<file path="src/rtl/i2s_mic_deserializer.sv">
// I2S receiver for one microphone pair: oversamples BCLK/LRCLK/DIN in the CLK domain and emits aligned {left,right} words.
// Optional feature macro I2S_ROUND_EN: round half-up with positive saturation before word reduction (default: truncation).
module i2s_mic_deserializer #(
  parameter int SAMPLE_BITS = 24,
  parameter int OUT_BITS    = 16,
  parameter int SYNC_STAGES = 2
) (
  input  logic                  CLK,
  input  logic                  RESET,
  input  logic                  enable,
  input  logic                  AUD_BCLK,
  input  logic                  AUD_ADCLRCK,
  input  logic                  GPIO_DIN1,
  output logic [OUT_BITS-1:0]   sample_left,
  output logic [OUT_BITS-1:0]   sample_right,
  output logic [2*OUT_BITS-1:0] codec_stream,
  output logic                  sample_valid,
  output logic                  frame_err
);

  localparam int CW = $clog2(SAMPLE_BITS + 1);

  typedef enum logic [1:0] {IDLE, ARM, SHIFT, PAD} state_t;

  state_t                 state;
  logic [SYNC_STAGES-1:0] bclk_sync, ws_sync, din_sync;
  logic                   bclk_prev, ws_prev;
  logic                   bclk_s, ws_s, din_s;
  logic                   bclk_rise, ws_edge;
  logic [SAMPLE_BITS-1:0] sreg, word_next;
  logic [OUT_BITS-1:0]    reduced, hold;
  logic [CW-1:0]          bitcnt;
  logic                   chan_right, left_ok;

  assign bclk_s    = bclk_sync[SYNC_STAGES-1];
  assign ws_s      = ws_sync[SYNC_STAGES-1];
  assign din_s     = din_sync[SYNC_STAGES-1];
  assign bclk_rise = bclk_s & ~bclk_prev;
  assign ws_edge   = ws_s ^ ws_prev;
  assign word_next = {sreg[SAMPLE_BITS-2:0], din_s};

`ifdef I2S_ROUND_EN
  localparam logic [SAMPLE_BITS:0] BIAS = {{SAMPLE_BITS{1'b0}}, 1'b1} << (SAMPLE_BITS - OUT_BITS - 1);
  logic [SAMPLE_BITS:0] rounded;
  assign rounded = {word_next[SAMPLE_BITS-1], word_next} + BIAS;
  // Only a non-negative word can carry into the sign bit; clamp it to the largest positive code.
  assign reduced = (!word_next[SAMPLE_BITS-1] && rounded[SAMPLE_BITS-1])
                   ? {1'b0, {(OUT_BITS-1){1'b1}}}
                   : rounded[SAMPLE_BITS-1 -: OUT_BITS];
`else
  assign reduced = word_next[SAMPLE_BITS-1 -: OUT_BITS];
`endif

  always_ff @(posedge CLK or posedge RESET) begin
    if (RESET) begin
      state        <= IDLE;
      bclk_sync    <= '0;
      ws_sync      <= '0;
      din_sync     <= '0;
      bclk_prev    <= 1'b0;
      ws_prev      <= 1'b0;
      sreg         <= '0;
      hold         <= '0;
      bitcnt       <= '0;
      chan_right   <= 1'b0;
      left_ok      <= 1'b0;
      sample_left  <= '0;
      sample_right <= '0;
      codec_stream <= '0;
      sample_valid <= 1'b0;
      frame_err    <= 1'b0;
    end else begin
      bclk_sync    <= {bclk_sync[SYNC_STAGES-2:0], AUD_BCLK};
      ws_sync      <= {ws_sync[SYNC_STAGES-2:0], AUD_ADCLRCK};
      din_sync     <= {din_sync[SYNC_STAGES-2:0], GPIO_DIN1};
      bclk_prev    <= bclk_s;
      sample_valid <= 1'b0;
      frame_err    <= 1'b0;
      // Word select is tracked even while idle so re-enable sees true edges only.
      if (bclk_rise) ws_prev <= ws_s;

      if (!enable) begin
        state   <= IDLE;
        left_ok <= 1'b0;
      end else begin
        case (state)
          IDLE: state <= ARM;
          ARM: begin
            if (bclk_rise && ws_edge && !ws_s) begin
              state      <= SHIFT;
              chan_right <= 1'b0;
              bitcnt     <= '0;
              left_ok    <= 1'b0;
            end
          end
          SHIFT: begin
            if (bclk_rise) begin
              if (ws_edge) begin
                frame_err <= 1'b1;
                left_ok   <= 1'b0;
                state     <= ARM;
              end else begin
                sreg   <= word_next;
                bitcnt <= bitcnt + 1'b1;
                if (bitcnt == CW'(SAMPLE_BITS - 1)) begin
                  state <= PAD;
                  if (!chan_right) begin
                    hold    <= reduced;
                    left_ok <= 1'b1;
                  end else begin
                    left_ok <= 1'b0;
                    if (left_ok) begin
                      sample_left  <= hold;
                      sample_right <= reduced;
                      codec_stream <= {hold, reduced};
                      sample_valid <= 1'b1;
                    end
                  end
                end
              end
            end
          end
          PAD: begin
            // The bit at the edge still belongs to the old slot; the MSB arrives on the next rise.
            if (bclk_rise && ws_edge) begin
              state      <= SHIFT;
              chan_right <= ws_s;
              bitcnt     <= '0;
              if (!ws_s) left_ok <= 1'b0;
            end
          end
          default: state <= IDLE;
        endcase
      end
    end
  end

endmodule
</file>
<file path="config.mk">
export PLATFORM = sky130hd
export DESIGN_NAME = i2s_mic_deserializer
export DESIGN_NICKNAME = d
export VERILOG_FILES = /design/src/rtl/i2s_mic_deserializer.sv
export SDC_FILE = /design/constraint.sdc
export NUM_CORES = 1
export LEC_CHECK = 0
export ABC_AREA = 0
export BUFFER_PORTS_ARGS = -buffer_cell sky130_fd_sc_hd__buf_2
export CAP_MARGIN = 20
export CELL_PAD_IN_SITES_DETAIL_PLACEMENT = 1
export CELL_PAD_IN_SITES_GLOBAL_PLACEMENT = 1
export CORE_UTILIZATION = 48
export CTS_BUF_LIST = sky130_fd_sc_hd__clkbuf_16
export DETAILED_ROUTE_END_ITERATION = 8
export GPL_TIMING_DRIVEN = 0
export HOLD_SLACK_MARGIN = 0.08
export PLACE_DENSITY_LB_ADDON = 0.1
export SLEW_MARGIN = 30
export SYNTH_ARGS = -nofsm -noshare
export SYNTH_HDL_FRONTEND = slang
export SYNTH_SLANG_ARGS = --single-unit
export TNS_END_PERCENT = 5
</file>
<file path="constraint.sdc">
create_clock -name CLK -period 7.5 [get_ports CLK]
set_clock_uncertainty 0.2 [all_clocks]
set_input_delay 1.5 -clock CLK [delete_from_list [all_inputs] [get_ports CLK]]
set_output_delay 1.5 -clock CLK [all_outputs]
set_load 0.01 [all_outputs]
</file>
==> results of run 1 <==
-- cell usage after synthesis --
master	number
a211o_1	2
a21oi_1	4
a21o_1	1
and3_1	1
mux2i_1	2
nor4b_1	1
nand4_4	1
clkbuf_1	2
ha_1	6
nand2_1	10
buf_4	32
mux2_2	72
nand4b_1	1
buf_2	2
o41ai_1	1
o21ai_0	5
a211oi_1	1
o211ai_1	2
nor3_1	3
nor4_1	1
nor2b_1	2
nor3_4	2
nand3_1	7
nor3b_1	1
buf_6	4
nand2b_1	1
nor2_1	4
o31ai_1	1
or4_1	1
dfrtp_1	90
xnor2_2	1
inv_1	6
o311ai_0	1
-- power breakdown --
part | total (W) | internal, W | switching, W | leakage, nW
Clock | 0.000405 | 0.000223 | 0.000182 | 0.131
Combinational | 0.0000872 | 0.0000311 | 0.0000560 | 1.19
Sequential | 0.000512 | 0.000499 | 0.0000135 | 1.23
-- registers in the layout, indices dropped and copies added (netlist names), 2 cells and up --
register and cells:
bclk_sync 2, bitcnt 5, din_sync 2, hold 16, sample_left 16, sample_right 15
sreg 23, state 2, ws_sync 2
-- layout by cell type (no fill, tap or decap), types with 2 or more instances in the layout --
cell type    n
a211o_1      2
a21oi_1      4
buf_2       73
buf_4       32
buf_6        4
clkbuf_1     2
clkbuf_16    9
clkinvlp_4   2
dfrtp_1     90
ha_1         6
inv_1        6
inv_6        2
mux2_2      72
mux2i_1      2
nand2_1     10
nand3_1      7
nor2_1       4
nor2b_1      2
nor3_1       3
nor3_4       2
o211ai_1     2
o21ai_0      5
-- critical path, stage by stage --
cell	delay (ns)
buf_2	0.13
nand4_4	0.19
nor3_4	0.45
buf_6	0.23
mux2_2	0.35
-- cells by family after synthesis --
| logic type | count (synthesis) | share of synthesized area, % |
|---|---|---|
| compound gates | 18 | 3.07 |
| xor+xnor | 1 | 0.424 |
| fa+ha+maj | 6 | 1.96 |
| buf+inv | 46 | 8.48 |
| flops | 90 | 58.7 |
| mux | 74 | 21.6 |
| simple gates | 36 | 5.74 |
-- per-layer routing --
| layer | GRT usage (%) | wire [um] | vias up |
|---|---|---|---|
| li1 | - | - | 1080 |
| met1 | 25.1 | 3090 | 1174 |
| met2 | 30.1 | 3590 | 41 |
| met3 | 3.18 | 212 | 6 |
| met4 | 6.75 | 67 | 0 |
| met5 | 0 | 0 | - |
-- final timing paths --
| kind | endpoint | cells past startpoint |
|---|---|---|
| min in group asynchronous | bclk_sync[0] | 2 |
| worst max-delay path | sample_right[0] | 5 |
| worst min-delay path | din_sync[1] | 0 |
| worst min register to register | din_sync[1] | 0 |
| worst max register to register | sample_right[0] | 7 |
| max in group asynchronous | sample_left[13] | 3 |
-- per-stage QoR --
| stage | total power, W | hold slack (ns) | worst slack, ns | util, % | cells |
|---|---|---|---|---|---|
| final | 0.00100 | 0.151 | 4.64 | 59.8 | 461 |
| after CTS | 0.00102 | 0.155 | 4.60 | 59.8 | 461 |
| after floorplan | 0.000584 | 0.131 | 3.46 | - | 271 |
| after global placement | 0.000604 | 0.135 | 2.41 | 55.9 | 444 |
| after detailed placement | 0.000610 | 0.139 | 4.26 | 56.3 | 445 |
| after global routing | 0.00105 | 0.168 | 4.53 | 59.8 | 461 |
-- area by class of cell --
type / count / share of cell area (%)
Timing Repair Buffer: 72 / 8.28
Clock buffer: 9 / 4.87
Sequential cell: 90 / 48.7
Inverter: 6 / 0.595
Multi-Input combinational cell: 135 / 27.3
Tap cell: 102 / 2.76
Clock inverter: 7 / 0.974
Buffer: 40 / 6.55
==> impl_metrics.json, run 1 <==
{
  "relSlewSlack_pct": 59.8,
  "syn_to_final_growth_pct": 20.5,
  "leakage_nw": 2.55,
  "h-tree-depth": 3,
  "io_pins": 72,
  "worstHoldStart": "din_sync[0]",
  "ff2ff_setup_slack_ns": 4.85,
  "setup_tns_ns": 0,
  "critPathArrivalTime_ns": 2.87,
  "cp-startpoint": "enable",
  "path_max_fanout": 10,
  "yosysWarnings": 0,
  "cp-start-kind": "primary input",
  "vias": 2301,
  "syn_area_um2": 3840,
  "grt_pass1_vias": 2355,
  "overflow": 0,
  "hp-class": "flop to flop",
  "nets": 366,
  "rsz0062_at_grt": "false",
  "synthCells": 271,
  "wl_per_cell_um": 15.1,
  "cp-end-kind": "flop",
  "rows": 32,
  "ys_ff_latch": 90,
  "ctsResizeCount": 0,
  "worstMarginPinSlew_ns": 0.600,
  "synth_area_leaders": "dfrtp_1, mux2_2, buf_4",
  "max_freq_mhz": 350,
  "slew_viol_final": 0,
  "tritoncts": "built",
  "layout-drive-gt1-share_pct": 56.0,
  "hold_buffers": 0,
  "avgSynthCellArea_um2": 14.2,
  "period_needed_ns": 2.86,
  "clock_insertion_delay_worst_skew_ns": 0.33,
  "wl_um": 6960,
  "ant_nets": 0,
  "hold_viol": 0,
  "drv_cap": 0,
  "numClockSinks": 90,
  "finalSetupViolations": 0,
  "path_class": "primary input to flop",
  "gp_congestion": 0.740,
  "worst_ep_required_time_ns": 7.51,
  "timing.rr.start": "state[0]",
  "numCtsBuffers": 9,
  "finalCritPeriodShare_pct": 38.1,
  "status": "completed",
  "yosys.area.top_type": "dfrtp_1",
  "drt-pass1-iter-count": 4,
  "post_synth_num_cell_types": 33,
  "clockRootBuffer": "clkbuf_16",
  "synth-seq-area-share_pct": 58.7,
  "start_util_pct": 49.7,
  "core_area_um2": 7730,
  "clkSlewWorstSetupHoldPaths_ns": 0.06,
  "peakVddDrop_mv": 0.105,
  "netlist.area_leader.share_pct": 58.7,
  "io_buffers": 71,
  "grt_max_degree": 48,
  "grt_pass1_wl_um": 12000,
  "dieArea_um2": 8360,
  "drc_errors": 0,
  "viasPerCell": 4.99,
  "clockBufferDepth": 2,
  "drtIter0Drc": 47,
  "antenna_cells": 0,
  "multi_input_area_um2": 1260,
  "power.density_nw_per_um2": 217,
  "design_area_um2": 4620,
  "dpl.hpwl_um": 4860,
  "fp.dieH_um": 91.4,
  "dpl-instance-area_um2": 4350,
  "antenna_found_initial": 0,
  "synthesis.nets": 283,
  "nFillCells": 811,
  "seq_area_um2": 2250,
  "cts_setup_buffers": 0,
  "grt_util_all_layers_pct": 18.6,
  "die_w_um": 91.4
}
Note: power is estimated with default switching activity, not from simulation.
==> run 2, diff against run 1 <==
Settings changed: CORE_UTILIZATION 48 to 45.
Clock period 7.5 ns to 2.65 ns, I/O delays scaled along.
==> run 2 against run 1 <==
Against the previous run: setup slack lost 4.4 ns; hold slack got worse by 0.048 ns; critical path depth increased by 2; total power rose to 2.9 times the previous value; register-to-register slack got worse by 4.6 ns; largest cell class unchanged; final area increased by 2.3%; highest routed layer unchanged; non-clock buffer count increased by 6; count of clock-buffer cells in the layout unchanged; flip-flop and latch count unchanged; combinational power increased to 3.0 times the previous value; core utilization down 2.3 points; die area rose by 6.5%.
==> impl_metrics.json, run 2 (synthesis results as in run 1) <==
{
  "numCtsBuffers": 9,
  "rsz0062_at_grt": "false",
  "regMostFlops": "sreg",
  "viasPerCell": 4.97,
  "numClockSinks": 90,
  "setup_tns_ns": 0,
  "ant_nets": 0,
  "path_delay_family": "simple AND/OR/NAND/NOR gates",
  "slew_viol_final": 0,
  "layout_common_cells": "dfrtp_1, buf_2, mux2_2",
  "overflow": 0,
  "wl_per_cell_um": 15.0,
  "finalCritPeriodShare_pct": 92.2,
  "start_util_pct": 46.7,
  "antenna_cells": 0,
  "dpl-instance-area_um2": 4430,
  "fp.dieH_um": 94.3,
  "relSlewSlack_pct": 61.2,
  "nets": 372,
  "worst_ep_required_time_ns": 2.66,
  "path_class": "flop to flop",
  "gp_congestion": 0.741,
  "design_area_um2": 4730,
  "grt_max_degree": 25,
  "status": "completed",
  "ff2ff_setup_slack_ns": 0.21,
  "h-tree-depth": 3,
  "cp-start-kind": "flop",
  "rows": 33,
  "peakVddDrop_mv": 0.363,
  "grt_pass1_vias": 2278,
  "core_area_um2": 8220,
  "clockBufferDepth": 2,
  "clock_insertion_delay_worst_skew_ns": 0.33,
  "reg_top3": "sreg: 23 flops, hold: 16 flops, sample_left: 16 flops",
  "max_freq_mhz": 409,
  "vias": 2335,
  "cp_cell_sequence": "inv_1 -> ha_1 -> clkbuf_2 -> nand4_4 -> nor3_4 -> buf_6 -> mux2_2",
  "io_pins": 72,
  "leakage_nw": 2.61,
  "antenna_found_initial": 0,
  "drv_cap": 0,
  "drtIter0Drc": 28,
  "worst-path-buf-inv": 3,
  "drc_errors": 0,
  "finalSetupViolations": 0,
  "layout-drive-gt1-share_pct": 56.7,
  "clkSlewWorstSetupHoldPaths_ns": 0.06,
  "syn_to_final_growth_pct": 23.2,
  "clockRootBuffer": "clkbuf_16",
  "layout_commonest_cell": "dfrtp_1",
  "hold_viol": 0,
  "grt_util_all_layers_pct": 18.1,
  "worstMarginPinSlew_ns": 0.579,
  "period_needed_ns": 2.44,
  "max_stage_delay_ns": 0.41,
  "io_buffers": 71,
  "cp-end-kind": "flop",
  "drt-pass1-iter-count": 4,
  "dpl.hpwl_um": 5080,
  "hp-class": "primary input to flop",
  "path_max_fanout": 10,
  "tritoncts": "built",
  "slowest_stage": "dfrtp_1",
  "wl_um": 7070,
  "power.density_nw_per_um2": 608,
  "dieArea_um2": 8900,
  "critPathArrivalTime_ns": 2.46,
  "die_w_um": 94.3,
  "largest_reg_flops": 23,
  "grt_pass1_wl_um": 12100
}
==> run 2: power breakdown <==
group	leakage [nW]	switching, W	internal [W]
registers	1.23	0.0000381	0.00141
logic	1.24	0.000163	0.000101
clock network	0.139	0.000526	0.000635
==> run 2: metal layers <==
| metal | wire length [um] | global-route usage (%) | up-vias |
|---|---|---|---|
| met4 | 72 | 6.92 | 0 |
| met1 | 3300 | 25.8 | 1179 |
| met3 | 212 | 3.14 | 7 |
| met5 | 0 | 0 | - |
| li1 | - | - | 1104 |
| met2 | 3490 | 27.7 | 45 |
==> run 2: final timing paths <==
check,from,end,cells past startpoint
worst max-delay path,state[0],sample_left[1],7
worst min-delay path,AUD_ADCLRCK,ws_sync[0],1
worst max register to register,state[0],sample_left[1],7
worst min register to register,bclk_sync[0],bclk_sync[1],0
max in group asynchronous,RESET,hold[4],6
min in group asynchronous,RESET,chan_right,3
==> run 2: final cells by class <==
cell class                 instances  area, um2
timing repair buffer              78        483
fill                             845       3490
inverter                           6       26.3
tap                              105        131
buffer                            40        304
sequential                        90       2250
clock buffer                       9        225
multi-input combinational        135       1260
clock inverter                     7       46.3
==> run 2: what timing repair did <==
action | in CTS | in global routing
resized for setup | 1 | 0
endpoints found under the setup margin | 39 | 0
hold endpoints to repair | 8 | 0
hold buffers | 1 | 0
buffers inserted | 2 | 0
==> run 2: through the flow <==
stage	instances	setup slack, ns	hold WS (ns)	power [W]	util [%]
2_1_floorplan	271	0.372	0.131	0.00165	-
3_3_place_gp	447	-0.00290	0.136	0.00171	52.7
3_5_place_dp	451	-0.0867	0.136	0.00174	53.9
4_1_cts	470	0.171	0.0958	0.00291	57.5
5_1_grt	470	0.0317	0.0913	0.00300	57.5
6_report	470	0.206	0.103	0.00287	57.5
